**src/rtl/pipe_mac_power_ctrl_pkg.sv**
```systemverilog
// Shared encodings for the PIPE MAC power controller: PHY power states,
// controller FSM states and the legal power-transition table.
package pipe_mac_power_ctrl_pkg;

    typedef enum logic [1:0] {
        PWR_P0  = 2'b00,
        PWR_P0S = 2'b01,
        PWR_P1  = 2'b10,
        PWR_P2  = 2'b11
    } pwr_state_t;

    typedef enum logic [1:0] {
        S_RST_WAIT = 2'b00,
        S_IDLE     = 2'b01,
        S_PCHANGE  = 2'b10,
        S_DETECT   = 2'b11
    } pm_state_t;

    // True when the PHY may move directly from cur to nxt (cur != nxt assumed).
    function automatic logic legal_trans(input logic [1:0] cur, input logic [1:0] nxt);
        logic ok;
        ok = 1'b0;
        case (cur)
            PWR_P0:  ok = (nxt == PWR_P0S) || (nxt == PWR_P1) || (nxt == PWR_P2);
            PWR_P0S: ok = (nxt == PWR_P0);
            PWR_P1:  ok = (nxt == PWR_P0) || (nxt == PWR_P2);
            PWR_P2:  ok = (nxt == PWR_P1);
            default: ok = 1'b0;
        endcase
        return ok;
    endfunction

endpackage

```
**src/rtl/pipe_mac_power_ctrl_pm_timeout_counter.sv**
```systemverilog
// Saturating wait counter; expired is high once TIMEOUT_CYCLES-1 cycles
// have elapsed since the last clear.
module pm_timeout_counter #(
    parameter int TIMEOUT_CYCLES = 1024,
    parameter int CNT_W          = 11
) (
    input  logic REFCLK,
    input  logic RESET,
    input  logic clear,
    input  logic enable,
    output logic expired
);

    localparam logic [CNT_W-1:0] LAST = CNT_W'(TIMEOUT_CYCLES - 1);

    logic [CNT_W-1:0] cnt;

    always_ff @(posedge REFCLK or posedge RESET) begin
        if (RESET) begin
            cnt <= '0;
        end else if (clear) begin
            cnt <= '0;
        end else if (enable && (cnt != LAST)) begin
            cnt <= cnt + CNT_W'(1);
        end
    end

    assign expired = (cnt == LAST);

endmodule

```
**src/rtl/pipe_mac_power_ctrl.sv**
```systemverilog
// MAC-side PIPE power-management controller: issues PWRDDWN / RXDET_LOOPB
// commands and waits for the PHYSTATUS completion handshake.
module pipe_mac_power_ctrl
    import pipe_mac_power_ctrl_pkg::*;
#(
    parameter int         TIMEOUT_CYCLES = 1024,
    parameter int         CNT_W          = 11,
    parameter logic [1:0] RESET_PWR      = 2'b10
) (
    input  logic       REFCLK,
    input  logic       RESET,
    input  logic       REQ_VALID,
    input  logic [1:0] REQ_STATE,
    input  logic       REQ_DETECT,
    output logic       REQ_READY,
    output logic       REQ_ERR,
    output logic       DONE,
    input  logic       PHYSTATUS,
    input  logic       RXDET,
    output logic [1:0] PWRDDWN,
    output logic       RXDET_LOOPB,
    output logic [1:0] CUR_STATE,
    output logic       DET_RESULT,
    output logic       TIMEOUT_ERR,
    input  logic       ERR_CLR
);

    pm_state_t state;
    logic      waiting;
    logic      expired;
    logic      accept;

    // The counter only runs while a PHY handshake is outstanding and is
    // held at zero otherwise, so every wait starts from a fresh count.
    assign waiting = (state == S_PCHANGE) || (state == S_DETECT);
    assign accept  = REQ_VALID && REQ_READY;

    pm_timeout_counter #(
        .TIMEOUT_CYCLES (TIMEOUT_CYCLES),
        .CNT_W          (CNT_W)
    ) u_timeout (
        .REFCLK  (REFCLK),
        .RESET   (RESET),
        .clear   (!waiting),
        .enable  (waiting),
        .expired (expired)
    );

    always_ff @(posedge REFCLK or posedge RESET) begin
        if (RESET) begin
            state       <= S_RST_WAIT;
            PWRDDWN     <= RESET_PWR;
            CUR_STATE   <= RESET_PWR;
            RXDET_LOOPB <= 1'b0;
            REQ_READY   <= 1'b0;
            REQ_ERR     <= 1'b0;
            DONE        <= 1'b0;
            DET_RESULT  <= 1'b0;
            TIMEOUT_ERR <= 1'b0;
        end else begin
            DONE    <= 1'b0;
            REQ_ERR <= 1'b0;
            // A timeout later in this block overrides the clear.
            if (ERR_CLR) TIMEOUT_ERR <= 1'b0;

            case (state)
                S_RST_WAIT: begin
                    if (!PHYSTATUS) begin
                        state     <= S_IDLE;
                        REQ_READY <= 1'b1;
                    end
                end

                S_IDLE: begin
                    if (accept) begin
                        if (REQ_DETECT) begin
                            if (CUR_STATE == PWR_P1) begin
                                RXDET_LOOPB <= 1'b1;
                                REQ_READY   <= 1'b0;
                                state       <= S_DETECT;
                            end else begin
                                REQ_ERR <= 1'b1;
                            end
                        end else if (REQ_STATE == CUR_STATE) begin
                            DONE <= 1'b1;
                        end else if (legal_trans(CUR_STATE, REQ_STATE)) begin
                            PWRDDWN   <= REQ_STATE;
                            REQ_READY <= 1'b0;
                            state     <= S_PCHANGE;
                        end else begin
                            REQ_ERR <= 1'b1;
                        end
                    end
                end

                S_PCHANGE: begin
                    if (PHYSTATUS) begin
                        CUR_STATE <= PWRDDWN;
                        DONE      <= 1'b1;
                        REQ_READY <= 1'b1;
                        state     <= S_IDLE;
                    end else if (expired) begin
                        TIMEOUT_ERR <= 1'b1;
                        PWRDDWN     <= CUR_STATE;
                        RXDET_LOOPB <= 1'b0;
                        REQ_READY   <= 1'b1;
                        state       <= S_IDLE;
                    end
                end

                S_DETECT: begin
                    if (PHYSTATUS) begin
                        DET_RESULT  <= RXDET;
                        RXDET_LOOPB <= 1'b0;
                        DONE        <= 1'b1;
                        REQ_READY   <= 1'b1;
                        state       <= S_IDLE;
                    end else if (expired) begin
                        TIMEOUT_ERR <= 1'b1;
                        PWRDDWN     <= CUR_STATE;
                        RXDET_LOOPB <= 1'b0;
                        REQ_READY   <= 1'b1;
                        state       <= S_IDLE;
                    end
                end

                default: begin
                    state <= S_RST_WAIT;
                end
            endcase
        end
    end

    // Structural invariants of the handshake.
    a_done_err_excl: assert property (@(posedge REFCLK) disable iff (RESET)
        !(DONE && REQ_ERR));
    a_ready_idle: assert property (@(posedge REFCLK) disable iff (RESET)
        REQ_READY == (state == S_IDLE));
    a_loopb_detect: assert property (@(posedge REFCLK) disable iff (RESET)
        RXDET_LOOPB == (state == S_DETECT));

endmodule

```
**config.mk**
```make
export PLATFORM = sky130hd
export DESIGN_NAME = pipe_mac_power_ctrl
export DESIGN_NICKNAME = d
export VERILOG_FILES = /design/src/rtl/pipe_mac_power_ctrl_pkg.sv /design/src/rtl/pipe_mac_power_ctrl_pm_timeout_counter.sv /design/src/rtl/pipe_mac_power_ctrl.sv
export SDC_FILE = /design/constraint.sdc
export NUM_CORES = 1
export LEC_CHECK = 0
export BUFFER_PORTS_ARGS = -buffer_cell sky130_fd_sc_hd__buf_2
export CAP_MARGIN = 20
export CORE_ASPECT_RATIO = 0.9
export CORE_MARGIN = 2
export CORE_UTILIZATION = 30
export CTS_BUF_LIST = sky130_fd_sc_hd__clkbuf_16
export DETAILED_ROUTE_END_ITERATION = 7
export GPL_TIMING_DRIVEN = 0
export REMOVE_ABC_BUFFERS = 1
export SYNTH_ARGS = -nofsm -noshare
export SYNTH_HDL_FRONTEND = slang
export SYNTH_HIERARCHICAL = 1
export SYNTH_SLANG_ARGS = --single-unit
```
**constraint.sdc**
```tcl
create_clock -name REFCLK -period 5 [get_ports REFCLK]
set_input_delay 0.5 -clock REFCLK [delete_from_list [all_inputs] [get_ports REFCLK]]
set_output_delay 0.5 -clock REFCLK [all_outputs]
set_load 0.005 [all_outputs]
```
# Yosys cells after proc, flatten, opt, wreduce, memory -nomap -nowiden
# Cells that the tools add are included.
[word_totals] regBits=23 out_inout_bits=10 inputBits=9
[op_classes] muxes=54 n_eq_ne=27 n_addsub=1 reduce_logical=17
[ops] op="2-to-1 mux 1 bit" count=32
[ops] op="2-to-1 mux 2 bit" count=14
[ops] op="2-to-1 mux 11 bit" count=2
[ops] op="!= test 2 bit, second input constant" count=10
[ops] op="== test 2 bit, second input constant" count=6
[ops] op="adder 11 x 1 -> 11 bit, second input constant" count=1
[ops] op="== test 11 x 10 -> 1 bit, second input constant" count=1
[ops] op="!= test 11 x 10 -> 1 bit, second input constant" count=1
[ops] op="!= test 3 bit, second input constant" count=3
[ops] op="AND reduction 7 bit" count=1
[ops] op="== test 2 x 1 -> 1 bit, second input constant" count=3
[ops] op="zero test 2 bit" count=3
[ops] op="one-hot mux 1 bit (3 select lines)" count=2
[ops] op="one-hot mux 2 bit (3 select lines)" count=1
[ops] op="AND reduction 6 bit" count=1
[ops] op="AND reduction 5 bit" count=1
[ops] op="logical OR 1 bit" count=4
[ops] op="one-hot mux 1 bit (4 select lines)" count=1
[ops] op="one-hot mux 2 bit (2 select lines)" count=1
[ops] op="AND reduction 2 bit" count=2
[ops] op="!= test 3 x 1 -> 1 bit, second input constant" count=1
[ops] op="nonzero test 3 bit" count=1
[ops] op="== test 2 bit" count=1
[ops] op="logical AND 1 bit" count=2
[ops] op="4 further kinds" count=4

# Longest topological paths before layout
# Gate-level depths: netlist of run 1.
[logic_depth] word_depth=13 mapped_depth=7 mapped_depth_nobuf=7

# Cells and area by module
# Netlist of run 1, hierarchy kept.
[by_module_without_submodules] module="pipe_mac_power_ctrl" cells_each=81 n_inst=1 area_each_um2=763.2
[by_module_without_submodules] module="pm_timeout_counter" cells_each=64 n_inst=1 area_each_um2=629.4

# Worst setup path after synthesis of run 1
# OpenSTA, ideal clock, no wires.
[synth_timing] path_kind="register to register" startpoint="register u_timeout.cnt[0]" endpoint="register REQ_READY" synth_period_minus_slack_ns=1.883 stages_incl_launch_ff=8 setup_ns=0.118 path_slack_ns=3.117 t_arrival_ns=1.765 path_cell_list="dfrtp_1 ha_1 nand3b_1 nor3_1 or3b_1 o31a_1 a22o_1 a21o_1"
[synth_between] elab_chain_cells=3
[synth_lines] element="from (decl)" line_no="pipe_mac_power_ctrl_pm_timeout_counter.sv:16" rtl="logic [CNT_W-1:0] cnt;"
[synth_lines] element="from (signal assigned)" line_no="pipe_mac_power_ctrl_pm_timeout_counter.sv:24" rtl="cnt <= cnt + CNT_W'(1);"
[synth_lines] element="== test 11 x 10 -> 1 bit" line_no="pipe_mac_power_ctrl_pm_timeout_counter.sv:28" rtl="assign expired = (cnt == LAST);"
[synth_lines] element="net expired" line_no="pipe_mac_power_ctrl.sv:30" rtl="logic expired;"
[synth_lines] element="!= test 3 x 1 -> 1 bit (no source line)"
[synth_lines] element="AND reduction 6 bit (no source line)"
[synth_lines] element="to (signal assigned)" line_no="pipe_mac_power_ctrl.sv:55" rtl="REQ_READY <= 1'b0;"
[synth_lines] element="to (signal assigned)" line_no="pipe_mac_power_ctrl.sv:70" rtl="REQ_READY <= 1'b1;"
[synth_lines] element="to (signal assigned)" line_no="pipe_mac_power_ctrl.sv:79" rtl="REQ_READY <= 1'b0;"
[synth_lines] element="to (decl)" line_no="pipe_mac_power_ctrl.sv:15" rtl="output logic REQ_READY,"
# The timed path passes the listed nets, and every way through them passes these cells.
# A chain may end at the register's enable or synchronous reset.

# Final worst setup path of run 1
[layout_timing] startpoint="register u_timeout.cnt[0]" endpoint="register PWRDDWN[0]"
[layout_between] elab_chain_cells=3
[layout_lines] element="== test 11 x 10 -> 1 bit" line_no="pipe_mac_power_ctrl_pm_timeout_counter.sv:28"
[layout_lines] element="net expired" line_no="pipe_mac_power_ctrl.sv:30"
[layout_lines] element="!= test 2 x 1 -> 1 bit (no source line)"
[layout_lines] element="AND reduction 7 bit (no source line)"
[layout_lines] element="to (signal assigned)" line_no="pipe_mac_power_ctrl.sv:52" rtl="PWRDDWN <= RESET_PWR;"
[layout_lines] element="to (signal assigned)" line_no="pipe_mac_power_ctrl.sv:87" rtl="PWRDDWN <= REQ_STATE;"
[layout_lines] element="to (signal assigned)" line_no="pipe_mac_power_ctrl.sv:104" rtl="PWRDDWN <= CUR_STATE;"
[layout_lines] element="to (decl)" line_no="pipe_mac_power_ctrl.sv:20" rtl="output logic [1:0] PWRDDWN,"
# The timed path passes the listed nets, and every way through them passes these cells.

==> impl_metrics.tcl, run 1 <==
set metrics [dict create \
    cts.repair.resized 0 \
    status "finished clean" \
    cts_buffers 3 \
    fmax_mhz 480.2 \
    use_met1_pct 17.67 \
    grt-busiest-layer "met1" \
    max_cap_violations 0 \
    wl_per_cell_um 11.98 \
    final_max_slew_viol_count 0 \
    cp.buffers_inverters 1 \
    final.fill_count 458 \
    whs_ns 0.2392 \
    core_mm2 0.004461 \
    cp.arrival_ns 2.21 \
    min_period_ns 2.082 \
    synth_cells 145 \
    grt_pass1_wl_um 4505 \
    grt_antenna_before_repair 0 \
    yosysTopAreaCell "dfrtp_1" \
    cp_common_cell "nor3_1" \
    dp_hpwl_um 2005 \
    path_cells "ha_1 -> nand3b_1 -> nor3_1 -> inv_1 -> nor3_1 -> a31oi_1 -> mux2_1" \
    crit_required_ns 5.13 \
    h-tree-depth 1 \
    ctsHoldBuffers 0 \
    cts.reportedPaths.clkPinSlew_ns 0.06 \
    via_count 1073 \
    critPathKind "flip-flop to flip-flop" \
    grt_max_degree 19 \
    hp-class "input port to asynchronous set/reset pin" \
    finalSetupViolations 0 \
    io_pins 19 \
    area_growth_pct 14.82 \
    die_w_um 75.82 \
    critPathMaxFanout 6 \
    power_uw 646.4 \
    grt_overflow 0 \
    peakVddDrop_mv 0.1710 \
    syn_area_mm2 0.001393 \
    rows 23 \
    grt_use_total_pct 11.41 \
    post-route-period-util_pct 41.65 \
    final_cell_mix "21 x dfrtp_1, 18 x buf_2, 13 x nor2_1" \
    p_per_area_mw_per_mm2 404.2 \
    cts_sinks 23 \
    cts_tree "yes" \
    synth_area_leaders "dfrtp_1 38%, dfstp_2 3.8%, ha_1 3.6%" \
    ctsRootBufferMaster "clkbuf_16" \
    seq_area_frac_synth_pct 41.51 \
    finish.instance_area_mm2 0.001599 \
    leakage_nw 0.7105 \
    synth.avg_cell_area_um2 9.604 \
    die_h_um 68.64 \
    io_buffers 18 \
    num_antenna_cells 0 \
    clk_latency_ns 0.25 \
    drc_errors 0 \
    final_hold_viol_count 0 \
    max_slew_margin_pct 62.18 \
    grt_use_met3_pct 2.180 \
    drive_gt1_share_pct 20.63 \
    ys_ff_latch 23 \
    yosys_warnings 6 \
    grt_pass1_vias 954 \
    initial_core_util_pct 31.22 \
    rr_startpoint "u_timeout/cnt[0]" \
    postPlaceCellArea_mm2 0.001520 \
    antenna_left 0 \
    drt_first_pass_iters 4 \
    fin_nets 174 \
    cts_setup_buffers 0 \
    cpPeakStageDelay_ns 0.39 \
    crit_family "simple AND/OR/NAND/NOR gates" \
    critPathCaptureType "flip-flop" \
    drtIter0Drc 112 \
    layout_commonest_cell "dfrtp_1" \
    cts.path.max_buffers 2 \
    setup_tns_ns 0 \
    fin_skew_ns 0.001771 \
    critPathLaunch "u_timeout/cnt[0]" \
    vias_per_cell 4.833 \
    start_kind "flip-flop" \
    ys_types 49 \
    synth_top_area_share_pct 37.74 \
    gp_congestion 0.8065 \
    cp_slowest_cell "dfrtp_1" \
    grt_setup_unrepaired "false" \
    grt_use_met2_pct 15.52 \
    tightest_slew_ns 0.5673 \
    drt_wl_total_um 2659 \
    dieArea_mm2 0.005204 \
]
[metrics by stage]
step	util (%)	worst slack, ns	std cells
floorplan	-	3.117	138
global placement	34.08	2.899	218
detailed placement	34.08	2.895	218
CTS	35.85	2.859	222
global route	35.85	2.702	222
finish	35.85	2.918	222
[cell families (layout without fill, tap and decap cells)]
family,after synthesis,after routing,synth area share (%)
and+or+nand+nor,58,58,23.27
AOI/OAI and AO/OA,31,31,17.16
DFF,23,23,41.51
buffers and inverters,17,32,5.571
muxes,8,8,6.379
adders and majority gates,4,4,3.594
xor gates and xnor gates,4,4,2.516
[final timing paths]
check                              endpoint  slack, ns  cells past startpoint
max                              PWRDDWN[0]       2.92                      7
min                        u_timeout/cnt[2]       0.24                      2
max reg2reg                      PWRDDWN[0]       2.92                      7
min reg2reg                     TIMEOUT_ERR       0.48                      1
max in group asynchronous      CUR_STATE[1]       4.39                      2
min in group REFCLK             TIMEOUT_ERR       0.48                      1
[worst register-to-register path: cells and delay by family (launching register included)]
family / cells / cell delay (ns)
and+or+nand+nor: 3 / 0.74
muxes: 1 / 0.34
buffers and inverters: 1 / 0.09
AOI/OAI and AO/OA: 1 / 0.13
DFF: 1 / 0.39
adders and majority gates: 1 / 0.28
[synthesized netlist by cell type (all sizes together)]
cell type	n
a211oi	2
a21o	3
a21oi	4
a221oi	1
a22o	1
a22oi	1
a31oi	3
a32o	1
a41oi	1
and3	4
and4	1
buf	4
clkbuf	3
dfrtp	21
dfstp	2
ha	4
inv	10
mux2	4
mux2i	4
nand2	10
nand2b	4
nand3	7
nand3b	2
nand4	2
nor2	13
nor2b	1
nor3	9
nor3b	1
o2111ai	1
o211ai	1
o21ai	8
o31a	1
o31ai	2
o41ai	1
or2b	1
or3b	2
or4	1
xnor2	1
xor2	3
[power breakdown]
part	internal, mW	switching [mW]	total, mW
sequential	0.230	0.0559	0.286
combinational	0.0949	0.0973	0.192
clock	0.107	0.0619	0.168
[area by class of cell]
| type | count | area, µm² | share of cell area, % |
|---|---|---|---|
| clock buffers | 3 | 75.07 | 4.695 |
| clock inverters | 1 | 3.754 | 0.2347 |
| inverters | 10 | 37.54 | 2.347 |
| multi-input cells | 105 | 737.0 | 46.09 |
| flip-flops and latches | 23 | 578.1 | 36.15 |
| well taps | 62 | 77.57 | 4.851 |
| repair buffers | 18 | 90.09 | 5.634 |
[registers in the layout, indices dropped and copies added (netlist names)]
name / flops
u_timeout/cnt: 11
CUR_STATE: 2
TIMEOUT_ERR: 1
state: 2
DONE: 1
PWRDDWN: 2
RXDET_LOOPB: 1
REQ_ERR: 1
DET_RESULT: 1
REQ_READY: 1
[layer usage]
metal	part of all wire, %	vias to the layer above
li1	-	554
met1	53	500
met2	43	17
met3	2.5	2
met4	1.3	0
met5	0	-
Power figures use the tool's default switching activity.
==> run 2, diff against run 1 <==
--- a/config.mk
+++ b/config.mk
@@ -5,6 +5,7 @@
 export SDC_FILE = /design/constraint.sdc
 export NUM_CORES = 1
 export LEC_CHECK = 0
+export ABC_AREA = 1
 export BUFFER_PORTS_ARGS = -buffer_cell sky130_fd_sc_hd__buf_2
 export CAP_MARGIN = 20
 export CORE_ASPECT_RATIO = 0.9
==> constraint.sdc (replaced) <==
create_clock -name REFCLK -period 1.8 [get_ports REFCLK]
set_input_delay 0.18 -clock REFCLK [delete_from_list [all_inputs] [get_ports REFCLK]]
set_output_delay 0.18 -clock REFCLK [all_outputs]
set_load 0.005 [all_outputs]
==> run 2 against run 1 <==
Synthesized area rose by 5.8%. Final cell count rose by 28%. Via count rose by 18%. Wire length rose by 13%. Clock power rose to 2.9 times the previous value. Clock-buffer cell count did not move. Critical path depth rose by 5. Sequential power rose to 2.8 times the previous value. Highest routed layer unchanged. Hold slack got worse by 0.14 ns. Clock skew rose by 0.0016 ns. Worst setup slack got worse by 2.8 ns. Non-clock buffer count rose by 8.
==> impl_metrics.tcl, run 2 <==
set metrics [dict create \
    status "finished clean" \
    seq_area_frac_synth_pct 39.22 \
    yosysTopAreaCell "dfrtp_1" \
    ys_ff_latch 23 \
    leakage_nw 0.9125 \
    dp.cells 272 \
    die_h_um 70.50 \
    synth.avg_cell_area_um2 7.677 \
    grt_overflow 0 \
    crit_required_ns 1.95 \
    synth_top_area_share_pct 35.65 \
    finalSetupViolations 0 \
    grt_antenna_before_repair 0 \
    whs_ns 0.09876 \
    layout_commonest_cell "nand2_1" \
    dp_hpwl_um 2203 \
    postSynth.asyncResetShare_pct 100.0 \
    io_pins 19 \
    gp_congestion 0.7965 \
    postPlaceCellArea_mm2 0.001625 \
    yosys_warnings 6 \
    drt_first_pass_iters 4 \
    cp.buffers_inverters 2 \
    layout_setup_ws_ns 0.1611 \
    r2r_cells 12 \
    tightest_slew_ns 0.4701 \
    min_period_ns 1.639 \
    final_util_pct 37.50 \
    drc_errors 0 \
    cp_common_cell "nand2_1" \
    grt_use_total_pct 11.74 \
    cp_slowest_cell "dfrtp_1" \
    cts.reportedPaths.clkPinSlew_ns 0.06 \
    min_to "TIMEOUT_ERR" \
    r2r-end "REQ_READY" \
    h-tree-depth 1 \
    start_kind "flip-flop" \
    fmax_mhz 610.2 \
    cts_buffers 3 \
    cts.path.max_buffers 2 \
    post-route-period-util_pct 91.05 \
    final_hold_viol_count 0 \
    fin_nets 233 \
    rr_startpoint "u_timeout/cnt[1]" \
    synth_top_flop_cell "dfrtp_1" \
    num_antenna_cells 0 \
    critPathCaptureType "flip-flop" \
    critPathKind "flip-flop to flip-flop" \
    clk_latency_ns 0.26 \
    regToRegSetupSlack_ns 0.16 \
    yosysMostFrequentCell "nand2_1" \
    final_max_slew_viol_count 0 \
    p_per_area_mw_per_mm2 1199 \
    cpPeakStageDelay_ns 0.37 \
    hp-class "input port to flip-flop" \
    max_slew_margin_pct 68.63 \
    finish.instance_area_mm2 0.001790 \
    cts_tree "yes" \
    drtIter0Drc 60 \
    io_buffers 18 \
    via_count 1263 \
    path_cells "ha_2 -> nand2_4 -> nor2_8 -> nand3_4 -> inv_2 -> nor3_1 -> inv_1 -> nand2_2 -> a31oi_4 -> nand3_2 -> nand2_1 -> nand2_1" \
    drt_wl_total_um 2997 \
    wl_per_cell_um 10.55 \
    dieArea_mm2 0.005491 \
    core_mm2 0.004775 \
    max_cap_violations 0 \
    crit_family "simple AND/OR/NAND/NOR gates" \
    ctsRootBufferMaster "clkbuf_16" \
    vias_per_cell 4.447 \
    grt_pass1_vias 1128 \
    antenna_left 0 \
    synth_edf_count 0 \
    initial_core_util_pct 30.87 \
    peakVddDrop_mv 0.4295 \
    yosys-top-cells-count "50 x nand2_1, 24 x inv_1, 23 x nand3_1" \
    top_register "u_timeout/cnt" \
    critPathMaxFanout 4 \
    min_delay_path_depth 2 \
    cts_sinks 23 \
    final_cell_mix "49 x nand2_1, 23 x inv_1, 23 x nand3_1" \
    grt_max_degree 15 \
    die_w_um 77.89 \
    synth_cells 192 \
    drive_gt1_share_pct 28.31 \
    grt_pass1_wl_um 5216 \
    holdCritStartpoint "ERR_CLR" \
    synth_area_leaders "dfrtp_1 36%, nand2_1 13%, nand3_1 7.8%" \
    grt_setup_unrepaired "false" \
    rows 24 \
    syn_area_mm2 0.001474 \
    final_cells 284 \
    fin_skew_ns 0.003335 \
    largest_reg_flops 11 \
    cp.arrival_ns 1.79 \
    dp_slack_ns -0.09659 \
    area_growth_pct 21.48 \
    ys_types 32 \
]
run 2: kinds of logic (layout without fill, tap and decap cells):
family	Yosys count	after routing	synth area share [%]
AOI/OAI and AO/OA	20	20	7.895
adders and majority gates	4	4	3.396
and+or+nand+nor	112	112	39.47
DFF	23	23	39.22
buffers and inverters	31	58	8.659
muxes	1	1	0.7640
xor gates and xnor gates	1	1	0.5943
run 2: worst max path at each step:
| stage | startpoint | cells after the start | endpoint | slack [ns] |
|---|---|---|---|---|
| after global routing | u_timeout/cnt[1] | 12 | state[0] | 0.003 |
| after global placement | u_timeout/cnt[0] | 12 | REQ_READY | -0.07 |
| after floorplan | u_timeout/cnt[0] | 12 | REQ_READY | 0.09 |
| final | u_timeout/cnt[1] | 12 | REQ_READY | 0.16 |
| after detailed placement | u_timeout/cnt[0] | 12 | state[0] | -0.1 |
| after CTS | u_timeout/cnt[1] | 12 | state[0] | 0.08 |
run 2: cell type report:
type / count / area, µm²
well taps: 65 / 81.33
flip-flops and latches: 23 / 579.3
repair buffers: 26 / 152.6
inverters: 28 / 107.6
multi-input cells: 138 / 787.0
clock buffers: 3 / 75.07
fillers: 493 / 2984
clock inverters: 1 / 7.507
run 2: through the flow:
step / setup TNS (ns) / power, mW
after floorplan: 0 / 1.390
after global placement: -0.2772 / 1.624
after detailed placement: -0.3305 / 1.629
after CTS: 0 / 2.167
after global routing: 0 / 2.320
final: 0 / 2.147
run 2: routing by layer:
layer  up-vias  track usage, %  share of wire (%)
li1        674               -                  -
met3         4           1.550                2.7
met2        19           17.72                 45
met1       566           16.84                 51
met4         0           4.762                1.5
met5         -               0                  0
run 2: worst register-to-register path: stages (launching register included):
cell and delay (ns):
dfrtp_1 0.37, ha_2 0.22, nand2_4 0.08, nor2_8 0.12
nand3_4 0.08, inv_2 0.08, nor3_1 0.05, inv_1 0.08
nand2_2 0.06, a31oi_4 0.18, nand3_2 0.09, nand2_1 0.06
nand2_1 0.05
run 2: power by group:
part           total [mW]  switching [mW]  internal (mW)  leakage [nW]
Sequential          0.806           0.145          0.661         0.296
Clock               0.489           0.188          0.301        0.0371
Combinational       0.852           0.520          0.331         0.580
Total                2.15           0.853           1.29         0.913
run 2: repair_timing:
item                                    CTS  global route
hold buffers                              1             0
resized for setup                         3             3
buffers inserted                          2             5
endpoints found under the setup margin    9             3
pin swaps                                 0             3
endpoints found under the hold margin    21             0
==> run 3, diff against run 2 <==
--- a/config.mk
+++ b/config.mk
@@ -6,7 +6,7 @@
 export NUM_CORES = 1
 export LEC_CHECK = 0
 export ABC_AREA = 1
-export BUFFER_PORTS_ARGS = -buffer_cell sky130_fd_sc_hd__buf_2
+export BUFFER_PORTS_ARGS = -buffer_cell sky130_fd_sc_hd__buf_4
 export CAP_MARGIN = 20
 export CORE_ASPECT_RATIO = 0.9
 export CORE_MARGIN = 2
==> run 3 against run 2 <==
Worst setup slack got worse by 0.056 ns. Hold slack improved by 0.0044 ns. Flip-flop and latch count did not move. Clock power fell by 3%. Clock-buffer cell count did not move. Critical path type unchanged. Highest routed layer unchanged.
==> impl_metrics.tcl, run 3 (synthesis results as in run 2) <==
set metrics [dict create \
    status "finished clean" \
    drt_first_pass_iters 4 \
    rows 24 \
    grt_use_total_pct 11.65 \
    min_period_ns 1.694 \
    vias_per_cell 4.563 \
    regToRegSetupSlack_ns 0.11 \
    antenna_left 0 \
    drive_gt1_share_pct 29.41 \
    path_cells "ha_4 -> nand2_4 -> nor2_8 -> nand3_4 -> inv_4 -> nor3_2 -> inv_1 -> nand2_2 -> a31oi_4 -> nand3_2 -> nand2_1 -> nand2_1" \
    fmax_mhz 590.2 \
    ctsRootBufferMaster "clkbuf_16" \
    grt_overflow 0 \
    initial_core_util_pct 30.87 \
    final_max_slew_viol_count 0 \
    clk_latency_ns 0.25 \
    cp_common_cell "nand2_1" \
    cp.arrival_ns 1.84 \
    post-route-period-util_pct 94.14 \
    largest_reg_flops 11 \
    cts.reportedPaths.clkPinSlew_ns 0.06 \
    hp-class "input port to flip-flop" \
    leakage_nw 0.9361 \
    area_growth_pct 26.57 \
    cp.depth 12 \
    critPathLaunch "u_timeout/cnt[0]" \
    endpoint "state[0]" \
    grt_pass1_vias 1115 \
    die_h_um 70.50 \
    dieArea_mm2 0.005491 \
    final.fill_count 504 \
    gp_congestion 0.7935 \
    io_buffers 18 \
    tightest_slew_ns 0.4676 \
    r2r-end "state[0]" \
    drtIter0Drc 101 \
    power_mw 2.187 \
    p_per_area_mw_per_mm2 1172 \
    cpPeakStageDelay_ns 0.43 \
    cts_buffers 3 \
    max_slew_margin_pct 68.79 \
    drt_wl_total_um 3004 \
    peakVddDrop_mv 0.4928 \
    cts.path.max_buffers 2 \
    crit_family "simple AND/OR/NAND/NOR gates" \
    io_pins 19 \
    rr_startpoint "u_timeout/cnt[0]" \
    holdCritStartpoint "ERR_CLR" \
    postPlaceCellArea_mm2 0.001670 \
    wl_per_cell_um 10.50 \
    max_cap_violations 0 \
    cp.buffers_inverters 2 \
    grt_antenna_before_repair 0 \
    r2r_cells 12 \
    critPathMaxFanout 4 \
    fin_nets 235 \
    dp_hpwl_um 2212 \
    final_cell_mix "49 x nand2_1, 27 x buf_4, 23 x inv_1, 23 x nand3_1, 20 x dfrtp_1" \
    num_antenna_cells 0 \
    grt_setup_unrepaired "true" \
    fin_skew_ns 0.004283 \
    final_hold_viol_count 0 \
    grt_max_degree 14 \
    start_kind "flip-flop" \
    h-tree-depth 1 \
    finish.instance_area_mm2 0.001866 \
    layout_commonest_cell "nand2_1" \
    crit_required_ns 1.95 \
    grt_pass1_wl_um 5154 \
    critPathKind "flip-flop to flip-flop" \
    whs_ns 0.1032 \
    critPathCaptureType "flip-flop" \
    cts_tree "yes" \
    die_w_um 77.89 \
    finalSetupViolations 0 \
    core_mm2 0.004775 \
    cp_slowest_cell "dfrtp_1" \
    drc_errors 0 \
    via_count 1305 \
    top_register "u_timeout/cnt" \
    cts_sinks 23 \
]
## run 3: timing repair
| item | in CTS | in global routing |
|---|---|---|
| hold buffers | 1 | 0 |
| buffers inserted | 0 | 9 |
| endpoints found under the hold margin | 21 | 0 |
| endpoints found under the setup margin | 9 | 3 |
| pin swaps | 1 | 7 |
| gates cloned | 0 | 0 |
| resized for setup | 3 | 6 |
## run 3: worst min path at each step
stage | to | slack (ns) | depth (start not counted)
floorplan | u_timeout/cnt[0] | 0.03 | 1
global placement | u_timeout/cnt[5] | 0.23 | 2
detailed placement | u_timeout/cnt[5] | 0.23 | 2
CTS | TIMEOUT_ERR | 0.1 | 2
global route | TIMEOUT_ERR | 0.13 | 2
finish | TIMEOUT_ERR | 0.10 | 2
## run 3: routing by layer
| metal | track usage (%) | vias up | routed length [µm] |
|---|---|---|---|
| met1 | 16.64 | 601 | 1515 |
| met4 | 3.571 | 0 | 35 |
| met3 | 2.713 | 2 | 105 |
| met5 | 0 | - | 0 |
| met2 | 17.34 | 23 | 1347 |
| li1 | - | 679 | - |
## run 3: cell type report
cell class	instances	area (µm²)	area share, %
Multi-Input combinational cell	138	802.0	42.99
Sequential cell	23	579.3	31.05
Timing Repair Buffer	28	212.7	11.40
Inverter	28	110.1	5.902
Tap cell	65	81.33	4.359
Clock buffer	3	75.07	4.024
Clock inverter	1	5.005	0.2683
## run 3: worst register-to-register path: stages, from the launching register on
cell and delay [ns]:
dfrtp_1 0.43, ha_4 0.18, nand2_4 0.07, nor2_8 0.15, nand3_4 0.10, inv_4 0.07, nor3_2 0.03, inv_1 0.08
nand2_2 0.07, a31oi_4 0.19, nand3_2 0.09, nand2_1 0.07, nand2_1 0.05
## run 3: where the power goes
part,internal [mW],total [mW],switching (mW)
combinational,0.376,0.894,0.518
clock,0.298,0.472,0.173
sequential,0.662,0.821,0.159
## run 3: through the flow
step | TNS [ns] | cells | setup slack, ns | utilization [%]
floorplan | 0 | 189 | 0.09054 | -
global placement | -0.2041 | 272 | -0.07286 | 34.98
detailed placement | -0.1929 | 272 | -0.08084 | 34.98
CTS | 0 | 277 | 0.005950 | 37.08
global route | -0.1099 | 286 | -0.06556 | 39.07
finish | 0 | 286 | 0.1055 | 39.07
